--- src/rtl/decim_pkg.sv ---
// Shared constants and FSM encoding for the decimation controller.
package decim_pkg;

    typedef enum logic [1:0] {
        ST_IDLE   = 2'd0,
        ST_SETTLE = 2'd1,
        ST_RUN    = 2'd2,
        ST_DRAIN  = 2'd3
    } state_t;

    localparam int NUM_DEF    = 11;
    localparam int DEN_DEF    = 16;
    localparam int SETTLE_DEF = 32;
    localparam int DEPTH_DEF  = 4;
    localparam int DATA_W     = 8;
    localparam int PHASE_W    = 5;

endpackage

--- src/rtl/decim_fifo.sv ---
// Synchronous sample FIFO; a push into a full FIFO succeeds only alongside a pop.
module decim_fifo
    import decim_pkg::*;
#(
    parameter int DEPTH = DEPTH_DEF
) (
    input  logic              clk_i,
    input  logic              rst_i,
    input  logic              push_i,
    input  logic              pop_i,
    input  logic [DATA_W-1:0] data_i,
    output logic [DATA_W-1:0] data_o,
    output logic              full_o,
    output logic              empty_o
);

    localparam int AW = $clog2(DEPTH);

    logic [AW-1:0]     wr_q, wr_d, rd_q, rd_d;
    logic [AW:0]       cnt_q, cnt_d;
    logic [DATA_W-1:0] mem_q [DEPTH];
    logic              do_push, do_pop;

    assign empty_o = (cnt_q == '0);
    assign full_o  = (cnt_q == (AW+1)'(DEPTH));
    assign do_pop  = pop_i && !empty_o;
    assign do_push = push_i && (!full_o || do_pop);
    // Empty FIFO presents zero so the output is clean after reset.
    assign data_o  = empty_o ? '0 : mem_q[rd_q];

    always_comb begin
        wr_d  = do_push ? wr_q + AW'(1) : wr_q;
        rd_d  = do_pop  ? rd_q + AW'(1) : rd_q;
        cnt_d = cnt_q;
        if (do_push && !do_pop) begin
            cnt_d = cnt_q + (AW+1)'(1);
        end else if (do_pop && !do_push) begin
            cnt_d = cnt_q - (AW+1)'(1);
        end
    end

    always_ff @(posedge clk_i) begin
        if (rst_i) begin
            wr_q  <= '0;
            rd_q  <= '0;
            cnt_q <= '0;
        end else begin
            wr_q  <= wr_d;
            rd_q  <= rd_d;
            cnt_q <= cnt_d;
        end
    end

    always_ff @(posedge clk_i) begin
        if (do_push) begin
            mem_q[wr_q] <= data_i;
        end
    end

endmodule

--- src/rtl/decim_ctrl.sv ---
// Decimation controller: filter warm-up, fractional-rate sample capture, drain to consumer.
module decim_ctrl
    import decim_pkg::*;
#(
    parameter int NUM    = NUM_DEF,
    parameter int DEN    = DEN_DEF,
    parameter int SETTLE = SETTLE_DEF,
    parameter int DEPTH  = DEPTH_DEF
) (
    input  logic              CLK,
    input  logic              RST,
    input  logic              EN,
    input  logic [DATA_W-1:0] FILT_OUT,
    output logic              FILT_CLR,
    output logic              FILT_EN,
    output logic [DATA_W-1:0] OUT_DATA,
    output logic              OUT_VALID,
    input  logic              OUT_READY,
    output logic              OVF,
    output logic [1:0]        STATE
);

    localparam int                 SW          = $clog2(SETTLE + 1);
    localparam logic [PHASE_W:0]   NUM_W       = (PHASE_W+1)'(NUM);
    localparam logic [PHASE_W:0]   DEN_W       = (PHASE_W+1)'(DEN);
    localparam logic [SW-1:0]      SETTLE_LAST = SW'(SETTLE - 1);

    state_t             state_q, state_d;
    logic [SW-1:0]      settle_q, settle_d;
    logic [PHASE_W-1:0] phase_q, phase_d;
    logic               ovf_q, ovf_d;
    logic [PHASE_W:0]   sum;
    logic               capture, pop, fifo_full, fifo_empty;

    assign pop       = OUT_VALID && OUT_READY;
    assign OUT_VALID = !fifo_empty;
    assign OVF       = ovf_q;
    assign STATE     = state_q;

    always_comb begin
        state_d  = state_q;
        settle_d = '0;
        phase_d  = '0;
        FILT_CLR = 1'b0;
        FILT_EN  = 1'b0;
        capture  = 1'b0;
        sum      = {1'b0, phase_q} + NUM_W;

        case (state_q)
            ST_IDLE: begin
                FILT_CLR = 1'b1;
                if (EN) state_d = ST_SETTLE;
            end
            ST_SETTLE: begin
                FILT_EN = 1'b1;
                if (!EN) begin
                    state_d = ST_IDLE;
                end else if (settle_q == SETTLE_LAST) begin
                    state_d = ST_RUN;
                end else begin
                    settle_d = settle_q + SW'(1);
                end
            end
            ST_RUN: begin
                FILT_EN = 1'b1;
                // The last RUN cycle still captures even while leaving for DRAIN.
                if (sum >= DEN_W) begin
                    capture = 1'b1;
                    phase_d = PHASE_W'(sum - DEN_W);
                end else begin
                    phase_d = sum[PHASE_W-1:0];
                end
                if (!EN) state_d = ST_DRAIN;
            end
            ST_DRAIN: begin
                if (fifo_empty) state_d = ST_IDLE;
            end
            default: state_d = ST_IDLE;
        endcase

        ovf_d = ovf_q;
        if (capture && fifo_full && !pop) ovf_d = 1'b1;
        if (state_d == ST_IDLE)           ovf_d = 1'b0;
    end

    always_ff @(posedge CLK) begin
        if (RST) begin
            state_q  <= ST_IDLE;
            settle_q <= '0;
            phase_q  <= '0;
            ovf_q    <= 1'b0;
        end else begin
            state_q  <= state_d;
            settle_q <= settle_d;
            phase_q  <= phase_d;
            ovf_q    <= ovf_d;
        end
    end

    decim_fifo #(
        .DEPTH (DEPTH)
    ) u_fifo (
        .clk_i   (CLK),
        .rst_i   (RST),
        .push_i  (capture),
        .pop_i   (pop),
        .data_i  (FILT_OUT),
        .data_o  (OUT_DATA),
        .full_o  (fifo_full),
        .empty_o (fifo_empty)
    );

endmodule

--- config.mk ---
export PLATFORM = sky130hd
export DESIGN_NAME = decim_ctrl
export DESIGN_NICKNAME = d
export VERILOG_FILES = /design/src/rtl/decim_pkg.sv /design/src/rtl/decim_fifo.sv /design/src/rtl/decim_ctrl.sv
export SDC_FILE = /design/constraint.sdc
export NUM_CORES = 1
export LEC_CHECK = 0
export ABC_AREA = 0
export CORE_UTILIZATION = 55
export DETAILED_ROUTE_END_ITERATION = 6
export HOLD_SLACK_MARGIN = 0.1
export PLACE_DENSITY = 0.78
export SLEW_MARGIN = 20
export SYNTH_ARGS = -nofsm -noshare
export SYNTH_HDL_FRONTEND = slang
export SYNTH_HIERARCHICAL = 1
export SYNTH_SLANG_ARGS = --single-unit
--- constraint.sdc ---
create_clock -name CLK -period 3.2 [get_ports CLK]
set_input_delay 0.48 -clock CLK [delete_from_list [all_inputs] [get_ports CLK]]
set_output_delay 0.48 -clock CLK [all_outputs]
set_load 0.01 [all_outputs]
# --- Yosys cells after proc, flatten, opt, wreduce, memory -nomap -nowiden ---
# Memories as Yosys holds them, arrays and structs flattened. A register that Yosys moved wholly into a read port is not among the register bits.
# Cells that the tools add are included.
classes:
  add_sub_neg: 7
  order_cmp: 1
  eq_ne: 5
  mux: 18
  n_bitwise: 3
  n_reduce_logical: 21
op_table:
  columns: ["operator", "count"]
  rows:
  - ["2-to-1 mux 2 bit", 7]
  - ["2-to-1 mux 8 bit", 1]
  - ["one-hot mux 2 bit (4 select lines)", 1]
  - ["logical AND 1 bit", 7]
  - ["adder 5 x 4 -> 6 bit, second input constant", 1]
  - ["adder 6 x 1 -> 6 bit, second input constant", 1]
  - ["== test 6 x 5 -> 1 bit, second input constant", 1]
  - [">= comparator 6 x 5 -> 1 bit, second input constant", 1]
  - ["2-to-1 mux 1 bit", 6]
  - ["2-to-1 mux 3 bit", 2]
  - ["OR reduction 2 bit", 3]
  - ["logical NOT 1 bit", 5]
  - ["2-to-1 mux 5 bit", 1]
  - ["subtractor 5 bit, second input constant", 1]
  - ["adder 2 x 1 -> 2 bit, second input constant", 2]
  - ["== test 2 bit, second input constant", 2]
  - ["logical NOT 2 bit", 2]
  - ["OR reduction 4 bit", 1]
  - ["adder 3 x 1 -> 3 bit, second input constant", 1]
  - ["== test 3 bit, second input constant", 1]
  - ["logical NOT 3 bit", 1]
  - ["inverter 1 bit", 3]
  - ["subtractor 3 x 1 -> 3 bit, second input constant", 1]
  - ["== test 2 x 1 -> 1 bit, second input constant", 1]
  - ["other kinds (2)", 2]
word_totals:
  register_bits: 21
  ramBits: 32
  output_inout_bits: 14
  elab_cells: 63
  n_memories: 1
mem_list:
  columns: ["memory", "depth", "width", "read_ports", "rd_clocked_by_memory_dff", "wr", "line", "source"]
  rows:
  - ["u_fifo.mem_q", 4, 8, 1, 1, 1, "decim_fifo.sv:21", "logic [DATA_W-1:0] mem_q [DEPTH];"]

# --- Depth between registers and ports, before layout ---
depth:
  ltp_word: 10
  depth_mapped: 11
  depth_no_buf: 11

# --- By module ---
# Netlist, hierarchy kept.
by_module_without_submodules:
  columns: ["mod", "instances", "cells_per_inst", "area_each_um2", "seq_area_each_um2"]
  rows:
  - ["decim_fifo", 1, 100, 1706.6, 1141.1]
  - ["decim_ctrl", 1, 75, 680.7, 280.3]

# --- Least setup slack after synthesis ---
# No wires, ideal clock.
synth_timing:
  kind: "reg-to-reg"
  startpoint: "register phase_q[0]"
  endpoint: "register u_fifo.cnt_q[2]"
  setup_ns: 0.070
  arrival_time_ns: 2.531
  t_required_ns: 3.130
  setup_slack_ns: 0.599
  path_stages_with_launch: 12
  n_path_buf: 0
  synth_period_minus_slack_ns: 2.601
  path_cell_list: "dfxtp_1 inv_1 ha_1 nand2b_1 a221oi_1 a21boi_4 ha_1 inv_1 fa_1 xor2_1 or3_1 a21oi_1"
synth_via:
  elab_chain_cells: 8
synth_rtl:
  columns: ["element", "line", "source"]
  rows:
  - ["from (decl)", "decim_ctrl.sv:30", "logic [PHASE_W-1:0] phase_q, phase_d;"]
  - ["from (signal assigned)", "decim_ctrl.sv:95", "phase_q <= phase_d;"]
  - ["adder 5 x 4 -> 6 bit (*)", "decim_ctrl.sv:47", "sum = {1'b0, phase_q} + NUM_W;"]
  - ["net sum[0]", "decim_ctrl.sv:32", "logic [PHASE_W:0] sum;"]
  - [">= comparator 6 x 5 -> 1 bit (*)", "decim_ctrl.sv:67", "if (sum >= DEN_W) begin"]
  - ["2-to-1 mux 1 bit (*)", "decim_ctrl.sv:67", null]
  - ["2-to-1 mux 1 bit (*)", "decim_ctrl.sv:49", "case (state_q)"]
  - ["net capture", "decim_ctrl.sv:33", "logic capture, pop, fifo_full, fifo_empty;"]
  - ["logical AND 1 bit (*)", "decim_fifo.sv:27", "assign do_push = push_i && (!full_o || do_pop);"]
  - ["net u_fifo.do_push", "decim_fifo.sv:22", "logic do_push, do_pop;"]
  - ["logical NOT 1 bit", "decim_fifo.sv:37", "end else if (do_pop && !do_push) begin"]
  - ["logical AND 1 bit", "decim_fifo.sv:37", null]
  - ["nonzero test 2 bit (no source line)", null, null]
  - ["to (signal assigned)", "decim_fifo.sv:50", "cnt_q <= cnt_d;"]
  - ["to (decl)", "decim_fifo.sv:20", "logic [AW:0] cnt_q, cnt_d;"]
# Mark *: on every way through the listed nets, which the timed path passes. The rest lies on a longest branch.
# A chain may end at the register's enable or synchronous reset.

# --- Worst setup path in the final report ---
# Ends and elaborated chain as after synthesis.

==> run_results.csv <==
group,metric,value,unit
finish,syn2layout_area_growth,15.7,%
critical_path,critPathBufInv,2,
global_route,grt_use_total,0.193,
global_route,grt_overflow,0,
detailed_routing,dr_wl_met3,173,um
yosys,synth_cells,175,
place,hpwl,2.75,mm
yosys,synth.avg_cell_area,13.6,um2
finish,fin_area,2760,um2
detailed_routing,ant_nets,0,
power,switching_share,0.258,
critical_path,crit_path_end_kind,"register",
critical_path,path_cells,"inv_1 > ha_1 > nand2b_1 > a221oi_1 > a21boi_4 > ha_1 > inv_1 > fa_1 > xor2_1 > or3_1 > a21oi_1",
global_route,grt_max_degree,17,
floorplanning,die_y,67.9,um
detailed_routing,drt_first_iter_violations,56,
detailed_routing,detail_route.wl_per_cell,15.0,um
floorplanning,row_count,23,
yosys,synth_cell_type_count,41,
cts,insertion_delay,300,ps
floorplanning,start_util,0.584,
yosys,syn_nets,199,
power,pwr-share-clk,0.253,
finish,fin_cells,254,
critical_path,cp_max_fo,7,
place,placed_cells,246,
floorplanning,fp.dieArea,4610,um2
sta,period_share,0.903,
critical_path,critPathArrivalTime,3110,ps
floorplanning,fp.dieW,67.9,um
yosys,synth_edf_count,32,
cts,ctsHtreeMaxLevel,2,
critical_path,critPathLaunchType,"register",
cts,clk_pin_slew,90,ps
power,p_comb_frac,0.189,
yosys,synth_common_cells,"edfxtp_1 (32), dfxtp_1 (23), nor2_1 (19)",
power,p_seq_frac,0.558,
yosys,synth_top_area_cell,"edfxtp_1",
detailed_routing,wl_met1,1.63,mm
critical_path,worst-endpoint-required,3430,ps
detailed_routing,num_vias,1396,
critical_path,critPathTopFamily,"adder cells",
critical_path,cpMaxStageDelayCell,"dfxtp_1",
critical_path,slowest_delay,380,ps
yosys,synthTopCellsByArea,"edfxtp_1 (40%), dfxtp_1 (19%), mux4_2 (7.5%)",
cts,cts_hold_buf,0,
detailed_routing,drc,0,
floorplanning,core_area,4090,um2
detailed_routing,first_pass_iters,4,
sta,skew,6.01,ps
detailed_routing,wirelength,3.82,mm
power,peakVddDrop,0.445,mV
cts,cts_made_buffers,5,
sta,finalCriticalPeriod,2890,ps
outcome,status,"finished clean",
power,p_per_area,519,nW/um2
place,dpl_cell_area,2680,um2
power,power_leakage,0.931,nW
cts,clock_sink_count,55,
cts,cts_resized,0,
sta,slew_headroom,0.643,
sta,setup_viol,0,
yosys,synthMostInstantiatedCell,"edfxtp_1",
yosys,synth_area,2390,um2
global_route,antenna_found_initial,0,
yosys,ys.flop_type,"edfxtp_1",
finish,insertedDiodeCount,0,
finish,nNetsFinal,227,
place,place.gp.congestion,0.759,
sta,grt_setup_unrepaired,"false",
floorplanning,io_pins,26,
sta,tns,0,ps
yosys,ys_seq_area_frac,0.595,
sta,clock.fmax,0.346,GHz
sta,tightestPinTransition,535,ps
critical_path,path_class,"register to register",
run,drv_cap,0,
yosys,ys_warn_count,6,
power,p_sw,370,uW
critical_path,reg2reg_slack,310,ps
detailed_routing,via_per_inst,5.50,
yosys,yosysTopAreaCellShare,0.403,
sta,drv_slew,0,
power,p_int,1.06,mW
global_route,grt_pass1_wl,6.27,mm
detailed_routing,wl_met2,1.94,mm
cts,cts_root_buf,"clkbuf_8",
detailed_routing,routed.top_layer,"met4",
cts,post-cts-setup-buffer-count,0,
sta,hold_viol,0,
cts,cts_tree,"done",
worst_hold_path,hold_class,"register to register",
global_route,grt_pass1_vias,1382,
place,portBuffers,25,
cts,cts.path.max_buffers,2,
yosys,ys_ff_latch,55,
finish,drive_above_1_share,0.108,
yosys,async_flop_share,0,
==> cells in the final DEF, fill, tap and decap left out, types with 2 or more instances in the layout <==
cell type        count
mux2i_1              2
and2_1               4
edfxtp_1            32
a21oi_1              6
mux4_2               8
ha_1                11
dfxtp_1             23
nor2_1              19
nor2b_1             10
xor2_1               6
clkdlybuf4s50_1     25
nand3_1              2
clkbuf_8             5
o21ai_0              2
inv_1               10
nand2_1              4
or3_1                3
nand2b_1             5
xnor2_1              3
==> power groups by stage <==
stage          registers, mW  clock network (mW)  logic (mW)
6_report               0.800               0.362       0.272
5_1_grt                0.804               0.405       0.300
4_1_cts                0.800               0.378       0.273
3_5_place_dp           0.816                   0       0.270
3_3_place_gp           0.811                   0       0.262
2_1_floorplan          0.814                   0       0.153
==> routing by layer <==
layer  GRT usage  up-vias
li1            -      674
met1       0.231      681
met2       0.329       33
met3      0.0500        8
met4      0.0807        0
met5           0        -
==> logic make-up (layout without fill, tap and decap cells) <==
kind of cell / count (synthesis) / count (layout) / share of synthesized area
flip-flops: 55 / 55 / 0.595
AND/OR/NAND/NOR: 55 / 55 / 0.128
AO/OA/AOI/OAI: 17 / 17 / 0.0577
buffers and inverters: 16 / 45 / 0.0299
adder cells (fa/ha/maj): 12 / 12 / 0.0660
multiplexers: 11 / 11 / 0.0901
XOR/XNOR: 9 / 9 / 0.0330
==> flip-flops by register name, summed over array words and instances, names as in the netlist, named ones only <==
signal        count
u_fifo/mem_q     32
settle_q          6
phase_q           5
u_fifo/cnt_q      3
STATE             2
u_fifo/rd_q       2
u_fifo/wr_q       2
OVF               1
==> through the flow <==
stage	hold slack (ps)	utilization	setup slack [ps]	total power, mW
floorplan	417	-	599	0.967
detailed placement	442	0.655	282	1.09
CTS	462	0.676	308	1.45
global route	472	0.676	114	1.51
finish	456	0.676	311	1.43
global placement	431	0.655	384	1.07
==> layout make-up <==
class,instances,area (um2)
clock inverters,2,12.5
multi-input cells,104,895
repair buffers,26,258
flip-flops and latches,55,1420
fillers,299,1320
inverters,11,41.3
clock buffers,6,72.6
well taps,50,62.6
==> worst reg2reg max path, stage by stage, from the launching register on <==
cell and delay (ps):
dfxtp_1 380, inv_1 70, ha_1 230, nand2b_1 170, a221oi_1 350, a21boi_4 340
ha_1 230, inv_1 60, fa_1 380, xor2_1 160, or3_1 300, a21oi_1 140
==> path summary, 6_finish.rpt <==
check,end,startpoint,cells past startpoint
worst max-delay path,u_fifo/cnt_q[2],phase_q[0],11
worst max register to register,u_fifo/cnt_q[2],phase_q[0],11
worst min-delay path,settle_q[0],settle_q[0],1
worst min register to register,settle_q[0],settle_q[0],1
Note: power is estimated with default switching activity, not from simulation.
